[src/rtl/gpio_pattern_gen.sv]
// gpio_pattern_gen
// Configurable GPIO/LED pattern engine. A prescaler divides clk down to a
// one-cycle pattern tick. On each tick the pattern state either steps (static,
// blink, walking-one, binary count) or takes on a newly accepted configuration.
// Changes only happen on a tick, so a visible pattern never changes part way
// through a period. A 4-bit PWM counter dims the visible vector to one of 16
// levels.
//
// Ports
//   clk          fabric clock
//   rst          asynchronous, active-high reset
//   enable       high: prescaler, PWM counter and output register run; low: freeze
//   cfg_valid    configuration offered
//   cfg_ready    configuration can be accepted (no config pending)
//   cfg_mode     0 static, 1 blink, 2 walk, 3 count
//   cfg_pattern  seed / pattern value (WIDTH bits)
//   cfg_duty     PWM level 0..15 (15 = always on, 0 = on 1 of 16 cycles)
//   tick_o       one-cycle pulse per pattern tick
//   gpio_io_o    registered GPIO drive (WIDTH bits)
module gpio_pattern_gen #(
    parameter int WIDTH    = 8,
    parameter int TICK_DIV = 30_000_000
) (
    input  logic             clk,
    input  logic             rst,
    input  logic             enable,
    input  logic             cfg_valid,
    output logic             cfg_ready,
    input  logic [1:0]       cfg_mode,
    input  logic [WIDTH-1:0] cfg_pattern,
    input  logic [3:0]       cfg_duty,
    output logic             tick_o,
    output logic [WIDTH-1:0] gpio_io_o
);

    localparam int PW = $clog2(TICK_DIV);
    localparam logic [PW-1:0] PRESC_LAST = PW'(TICK_DIV - 1);

    typedef enum logic [1:0] {
        MODE_STATIC = 2'd0,
        MODE_BLINK  = 2'd1,
        MODE_WALK   = 2'd2,
        MODE_COUNT  = 2'd3
    } mode_t;

    logic [PW-1:0]    presc;
    logic [3:0]       pwm_cnt;
    mode_t            mode_q;
    logic [WIDTH-1:0] state_q;
    logic             phase_q;
    logic [3:0]       duty_q;
    logic             pend_q;
    mode_t            pend_mode;
    logic [WIDTH-1:0] pend_pattern;
    logic [3:0]       pend_duty;

    logic             tick;
    logic             accept;
    logic             gate;
    logic [WIDTH-1:0] vis;

    // The tick edge is the edge at which the last prescaler count is sampled;
    // tick_o is its registered echo, visible during the following cycle.
    assign tick      = enable && (presc == PRESC_LAST);
    assign cfg_ready = !pend_q;
    assign accept    = cfg_valid && cfg_ready;
    assign gate      = (pwm_cnt <= duty_q);
    assign vis       = (mode_q == MODE_BLINK && !phase_q) ? '0 : state_q;

    always_ff @(posedge clk or posedge rst) begin
        if (rst) begin
            presc        <= '0;
            pwm_cnt      <= '0;
            mode_q       <= MODE_STATIC;
            state_q      <= '0;
            phase_q      <= 1'b1;
            duty_q       <= 4'hF;
            pend_q       <= 1'b0;
            pend_mode    <= MODE_STATIC;
            pend_pattern <= '0;
            pend_duty    <= '0;
            tick_o       <= 1'b0;
            gpio_io_o    <= '0;
        end else begin
            tick_o <= tick;

            if (enable) begin
                presc     <= tick ? '0 : presc + PW'(1);
                pwm_cnt   <= pwm_cnt + 4'd1;
                gpio_io_o <= vis & {WIDTH{gate}};
            end

            // cfg_ready is low whenever pend_q is set, so an accept can never
            // collide with the apply below that clears pend_q. An accept on a
            // tick edge sees pend_q=0 and therefore waits for the next tick.
            if (accept) begin
                pend_mode    <= mode_t'(cfg_mode);
                pend_pattern <= cfg_pattern;
                pend_duty    <= cfg_duty;
                pend_q       <= 1'b1;
            end

            if (tick) begin
                if (pend_q) begin
                    mode_q  <= pend_mode;
                    duty_q  <= pend_duty;
                    state_q <= pend_pattern;
                    phase_q <= 1'b1;
                    pend_q  <= 1'b0;
                end else begin
                    case (mode_q)
                        MODE_STATIC: state_q <= state_q;
                        MODE_BLINK:  phase_q <= !phase_q;
                        MODE_WALK:   state_q <= {state_q[WIDTH-2:0], state_q[WIDTH-1]};
                        MODE_COUNT:  state_q <= state_q + WIDTH'(1);
                        default:     state_q <= state_q;
                    endcase
                end
            end
        end
    end

endmodule
[config.mk]
export PLATFORM = sky130hd
export DESIGN_NAME = gpio_pattern_gen
export DESIGN_NICKNAME = d
export VERILOG_FILES = /design/src/rtl/gpio_pattern_gen.sv
export SDC_FILE = /design/constraint.sdc
export NUM_CORES = 1
export LEC_CHECK = 0
export BUFFER_PORTS_ARGS = -buffer_cell sky130_fd_sc_hd__buf_2
export CAP_MARGIN = 20
export CORE_UTILIZATION = 51
export CTS_CLUSTER_DIAMETER = 100
export DETAILED_ROUTE_END_ITERATION = 16
export PLACE_DENSITY = 0.7
export SYNTH_ARGS = -nofsm -noshare
export SYNTH_HDL_FRONTEND = slang
export SYNTH_SLANG_ARGS = --single-unit
[constraint.sdc]
create_clock -name clk -period 3 [get_ports clk]
set_input_delay 0.6 -clock clk [delete_from_list [all_inputs] [get_ports clk]]
set_output_delay 0.6 -clock clk [all_outputs]
set_load 0.02 [all_outputs]
* After elaboration in Yosys (flattened, before gate mapping)
Cells that the tools add are included.
** Operators by class
- Add/subtract/negate cells :: 3
- Muxes and demuxes :: 9
- Eq/ne operators :: 4
- Multiply operators :: 0
- Shift operators :: 0
- Order comparisons :: 1
- Reductions and logical operators :: 10
- Div/mod/pow operators :: 0
- Bitwise logic cells :: 1
** Operators by type and width (number)
- adder 25 x 1 -> 25 bit, second input constant :: 1
- == test 25 bit, second input constant :: 1
- two-way mux 25 bit :: 1
- two-way mux 8 bit :: 2
- case mux 8 bit (2 select lines) :: 1
- adder 8 x 1 -> 8 bit, second input constant :: 1
- bitwise AND 8 bit :: 1
- AND reduction 2 bit :: 3
- two-way mux 1 bit :: 5
- adder 4 x 1 -> 4 bit, second input constant :: 1
- == test 2 bit, second input constant :: 2
- less-or-equal comparator 4 bit :: 1
- logical AND 1 bit :: 3
- nonzero test 3 bit :: 1
- == test 2 x 1 -> 1 bit, second input constant :: 1
- logical NOT 1 bit :: 2
- nonzero test 2 bit :: 1
** Storage, ports and cells
- Output and inout bits :: 10
- ROM bits :: 0
- Bits in writable memories :: 0
- Bits of input ports :: 18
- Memories kept :: 0
- Flip-flop bits (word level) :: 68
- Bits in latches :: 0

* Longest topological paths before layout
- Depth after elaboration :: 5
- Gate-level depth with buffers :: 7
- Gate-level depth less buffers :: 7

* Least setup slack after synthesis
No wires, ideal clock.
- Path type :: register -> register
- Start point :: register presc[7]
- End point :: register mode_q[0]
- Required time :: 2.875 ns
- Stages on the path, launching flop included :: 7
- Clock period less this slack :: 2.091 ns
- Arrival :: 1.966 ns
- Slack :: 0.909 ns
- Path buffers :: 1
- Path through :: dfrtp_1 > buf_6 > or4b_4 > nor4_4 > and3_4 > nand2_4 > mux2_4
** Between the ends
- Word-level cells in the longest chain between the ends :: 3
** RTL lines
- from (decl) :: RTL line 46 : logic [PW-1:0] presc;
- from (signal assigned) :: RTL line 88 : presc <= tick ? '0 : presc + PW'(1);
- == test 25 bit :: RTL line 64 : assign tick = enable && (presc == PRESC_LAST);
- logical AND 1 bit :: RTL line 64
- AND reduction 2 bit (no line)
- to (signal assigned) :: RTL line 105 : mode_q <= pend_mode;
- to (decl) :: RTL line 48 : mode_t mode_q;
No other way between the ends.
A chain may end at the register's enable or synchronous reset.

* Worst setup path after layout
- Start point :: register presc[10]
- End point :: register state_q[1]
** Between the ends
- Word-level cells in the longest chain between the ends :: 3
** RTL lines
- == test 25 bit :: RTL line 64
- logical AND 1 bit :: RTL line 64
- AND reduction 2 bit (no line)
- to (signal assigned) :: RTL line 107 : state_q <= pend_pattern;
- to (signal assigned) :: RTL line 112 : MODE_STATIC: state_q <= state_q;
- to (signal assigned) :: RTL line 114 : MODE_WALK: state_q <= {state_q[WIDTH-2:0], state_q[WIDTH-1]};
- to (decl) :: RTL line 49 : logic [WIDTH-1:0] state_q;
No other way between the ends.

==> run_results.csv <==
group,metric,value,unit
synthesis,synth_nets,321,
pwr,internal_power,1.65,mW
pwr,netSwitchingPower,0.609,mW
route,dr.pass1.iters,4,
timing,finalCritPeriodShare,0.760,
setup_path,slowest_delay,0.74,ns
clock_tree,path_clk_slew,0.07,ns
route,drt_iter0_markers,77,
grt,first_global_vias,2142,
route,drc,0,
timing,slew_headroom,0.504,
synthesis,synthFlopType,"dfrtp_1",
synthesis,ys_seq_area_frac,0.515,
clock_tree,cts_root_buf,"clkbuf_8",
setup_path,required,3.27,ns
floorplanning,io_pins,28,
status,outcome,"finished, final reports clean",
pwr,p_seq_frac,0.492,
clock_tree,clock-sinks,68,
placement,port_buffers,27,
clock_tree,h-tree-depth,3,
floorplanning,die-area,6840,µm²
synthesis,synth_seq_cells,68,
clock_tree,cts_hold_buf,0,
grt,grt_pass1_wl,10200,µm
floorplanning,start_util,0.526,
setup_path,slowest_stage,"or4b_2",
route,wl_per_cell,15.8,µm
synthesis,async_reset_ff_frac,1.00,
timing,finalCriticalPeriod,2.28,ns
floorplanning,die_w,82.7,µm
setup_path,end_kind,"flip-flop",
clock_tree,cts_buffers,9,
synthesis,netlist_instances,296,
timing,finalHoldWorstSlack,0.378,ns
setup_path,critPathArrivalTime,2.55,ns
synthesis,avgSynthCellArea,11.2,µm²
route,vias,2350,
timing,setup-tns-final,0,ns
grt,antenna_found_initial,0,
final_layout,fin_nets,348,
pwr,clockPowerShare,0.373,
setup_path,startpoint_type,"flip-flop",
grt,track_usage,0.203,
setup_path,worstPathCellList,"or4b_2 > nor4_4 > and3_1 > and2_2 > a2bb2oi_1",
synthesis,synth.distinct_cells,52,
clock_tree,clockBufferDepth,2,
setup_path,reg2reg_from,"presc[10]",
pwr,p_leak,1.70,nW
route,antenna_left,0,
placement,dp_hpwl,4530,µm
pwr,swShare,0.270,
timing,fmax,439,MHz
final_layout,drive_above_1_share,0.265,
floorplanning,dieHeight,82.7,µm
setup_path,crit_fanout,9,
clock_tree,post-cts-setup-buffers,0,
timing,hold_viol_final,0,
synthesis,ys_warn_count,0,
pwr,peakVddDrop,377,µV
timing,finalSetupViolCount,0,
synthesis,syn-cell-area,3320,µm²
final_layout,diodes,0,
synthesis,synth_edf_count,0,
route,drt-total-wl,6410,µm
setup_path,startpoint,"presc[10]",
setup_path,rrSetupSlack,0.72,ns
clock_tree,cts_tree,"built",
timing,drv_slew,0,
floorplanning,num_rows,29,
grt,grt_max_degree,36,
timing,tightest_slew,0.743,ns
pwr,power_density,602,nW/µm²
setup_path,path_class,"flip-flop to flip-flop",
timing,clock_skew,0.00878,ns
floorplanning,core,6310,µm²
worst_hold_path,min_path_type,"input port to asynchronous set/reset pin",
timing,grt_setup_unrepaired,"false",
pwr,p_total,2.26,mW
route,vias_per_cell,5.80,
grt,grt_overflow,0,
final_layout,area_growth,13.0,%
placement,gp_congestion,0.876,
clock_tree,cts-resized-gates,0,
pwr,p_comb_frac,0.135,
clock_tree,insertion_delay,0.35,ns
flow_run,max_cap_violations,0,
-- flip-flops by register name, indices dropped and copies added (netlist names) --
name          cells
duty_q            4
gpio_io_o         8
mode_q            2
pend_duty         4
pend_mode         2
pend_pattern      8
pend_q            1
phase_q           1
presc            25
pwm_cnt           4
state_q           8
tick_o            1
-- path summary, 6_finish.rpt --
check                        endpoint  cells after the start
setup reg to reg           state_q[1]                      5
max in group asynchronous     phase_q                      3
min in group clk               pend_q                      2
hold / removal             pwm_cnt[2]                      2
setup / recovery           state_q[1]                      5
hold reg to reg              presc[6]                      1
-- synthesized netlist by cell type (all sizes together), types with 2 or more instances --
library cell / n / area, µm²
a21oi: 8 / 40.0
a22o: 11 / 96.3
a22oi: 2 / 15.0
a2bb2oi: 3 / 26.3
a311oi: 2 / 17.5
a31oi: 2 / 12.5
and2: 4 / 26.3
and3: 5 / 36.3
buf: 5 / 33.8
clkbuf: 11 / 41.3
dfrtp: 63 / 1580
dfstp: 5 / 131
ha: 7 / 87.6
inv: 9 / 33.8
mux2: 22 / 270
mux2i: 4 / 40.0
nand2: 18 / 75.1
nand3: 13 / 65.1
nand4: 17 / 106
nor2: 18 / 67.6
nor2b: 3 / 18.8
nor4: 3 / 48.8
o21ai: 15 / 75.1
o22ai: 4 / 25.0
or2: 2 / 12.5
or3b: 2 / 17.5
or4b: 3 / 33.8
xnor2: 15 / 131
xor2: 6 / 52.6
-- metrics by stage --
stage                     worst slack (ns)   util  cell area (µm²)  cells
after floorplan                      0.697      -             3320    296
after global placement               0.748  0.558             3530    389
after detailed placement             0.718  0.558             3530    389
after CTS                            0.706  0.594             3750    405
after global routing                 0.558  0.594             3750    405
final                                0.720  0.594             3750    405
-- worst max-delay path: cells and delay by family (launching register included) --
family,cells,cell delay [ns]
AO/OA/AOI/OAI,1,0.16
AND/OR/NAND/NOR,4,1.62
flip-flops,1,0.42
-- placed cells by master, fill, tap and decap left out, drive strengths merged, types with 4 or more instances in the layout --
cell    instances
a21oi           8
a22o           11
and2            4
and3            5
buf            32
clkbuf          9
clkinv          5
dfrtp          63
dfstp           5
ha              7
inv            10
mux2           22
mux2i           4
nand2          18
nand3          13
nand4          17
nor2           18
o21ai          15
o22ai           4
xnor2          15
xor2            6
-- area by class of cell --
class | instances | area (µm²)
flip-flops and latches | 68 | 1710
clock inverters | 7 | 100
clock buffers | 9 | 124
repair buffers | 32 | 185
well taps | 77 | 96.3
fillers | 527 | 2560
inverters | 10 | 37.5
multi-input cells | 202 | 1500
-- layer usage --
| metal | share of wire | vias up | GRT usage |
|---|---|---|---|
| li1 | - | 1125 | - |
| met1 | 0.48 | 1153 | 0.285 |
| met2 | 0.46 | 59 | 0.296 |
| met3 | 0.041 | 13 | 0.0440 |
| met4 | 0.020 | 0 | 0.0948 |
| met5 | 0 | - | 0 |
-- power groups by stage --
stage	sequential (mW)	combinational (mW)	clock (mW)
after floorplan	1.11	0.225	0
after global placement	1.13	0.295	0
after detailed placement	1.13	0.313	0
after CTS	1.11	0.312	0.860
after global routing	1.13	0.352	0.895
final	1.11	0.305	0.843
-- kinds of logic after synthesis --
| kind of cell | share of synthesized area |
|---|---|
| simple gates | 0.161 |
| buf+inv | 0.0339 |
| mux | 0.0935 |
| compound gates | 0.115 |
| fa+ha+maj | 0.0264 |
| xor+xnor | 0.0554 |
| flops | 0.515 |
No activity file was read; power rests on OpenSTA's default activity.
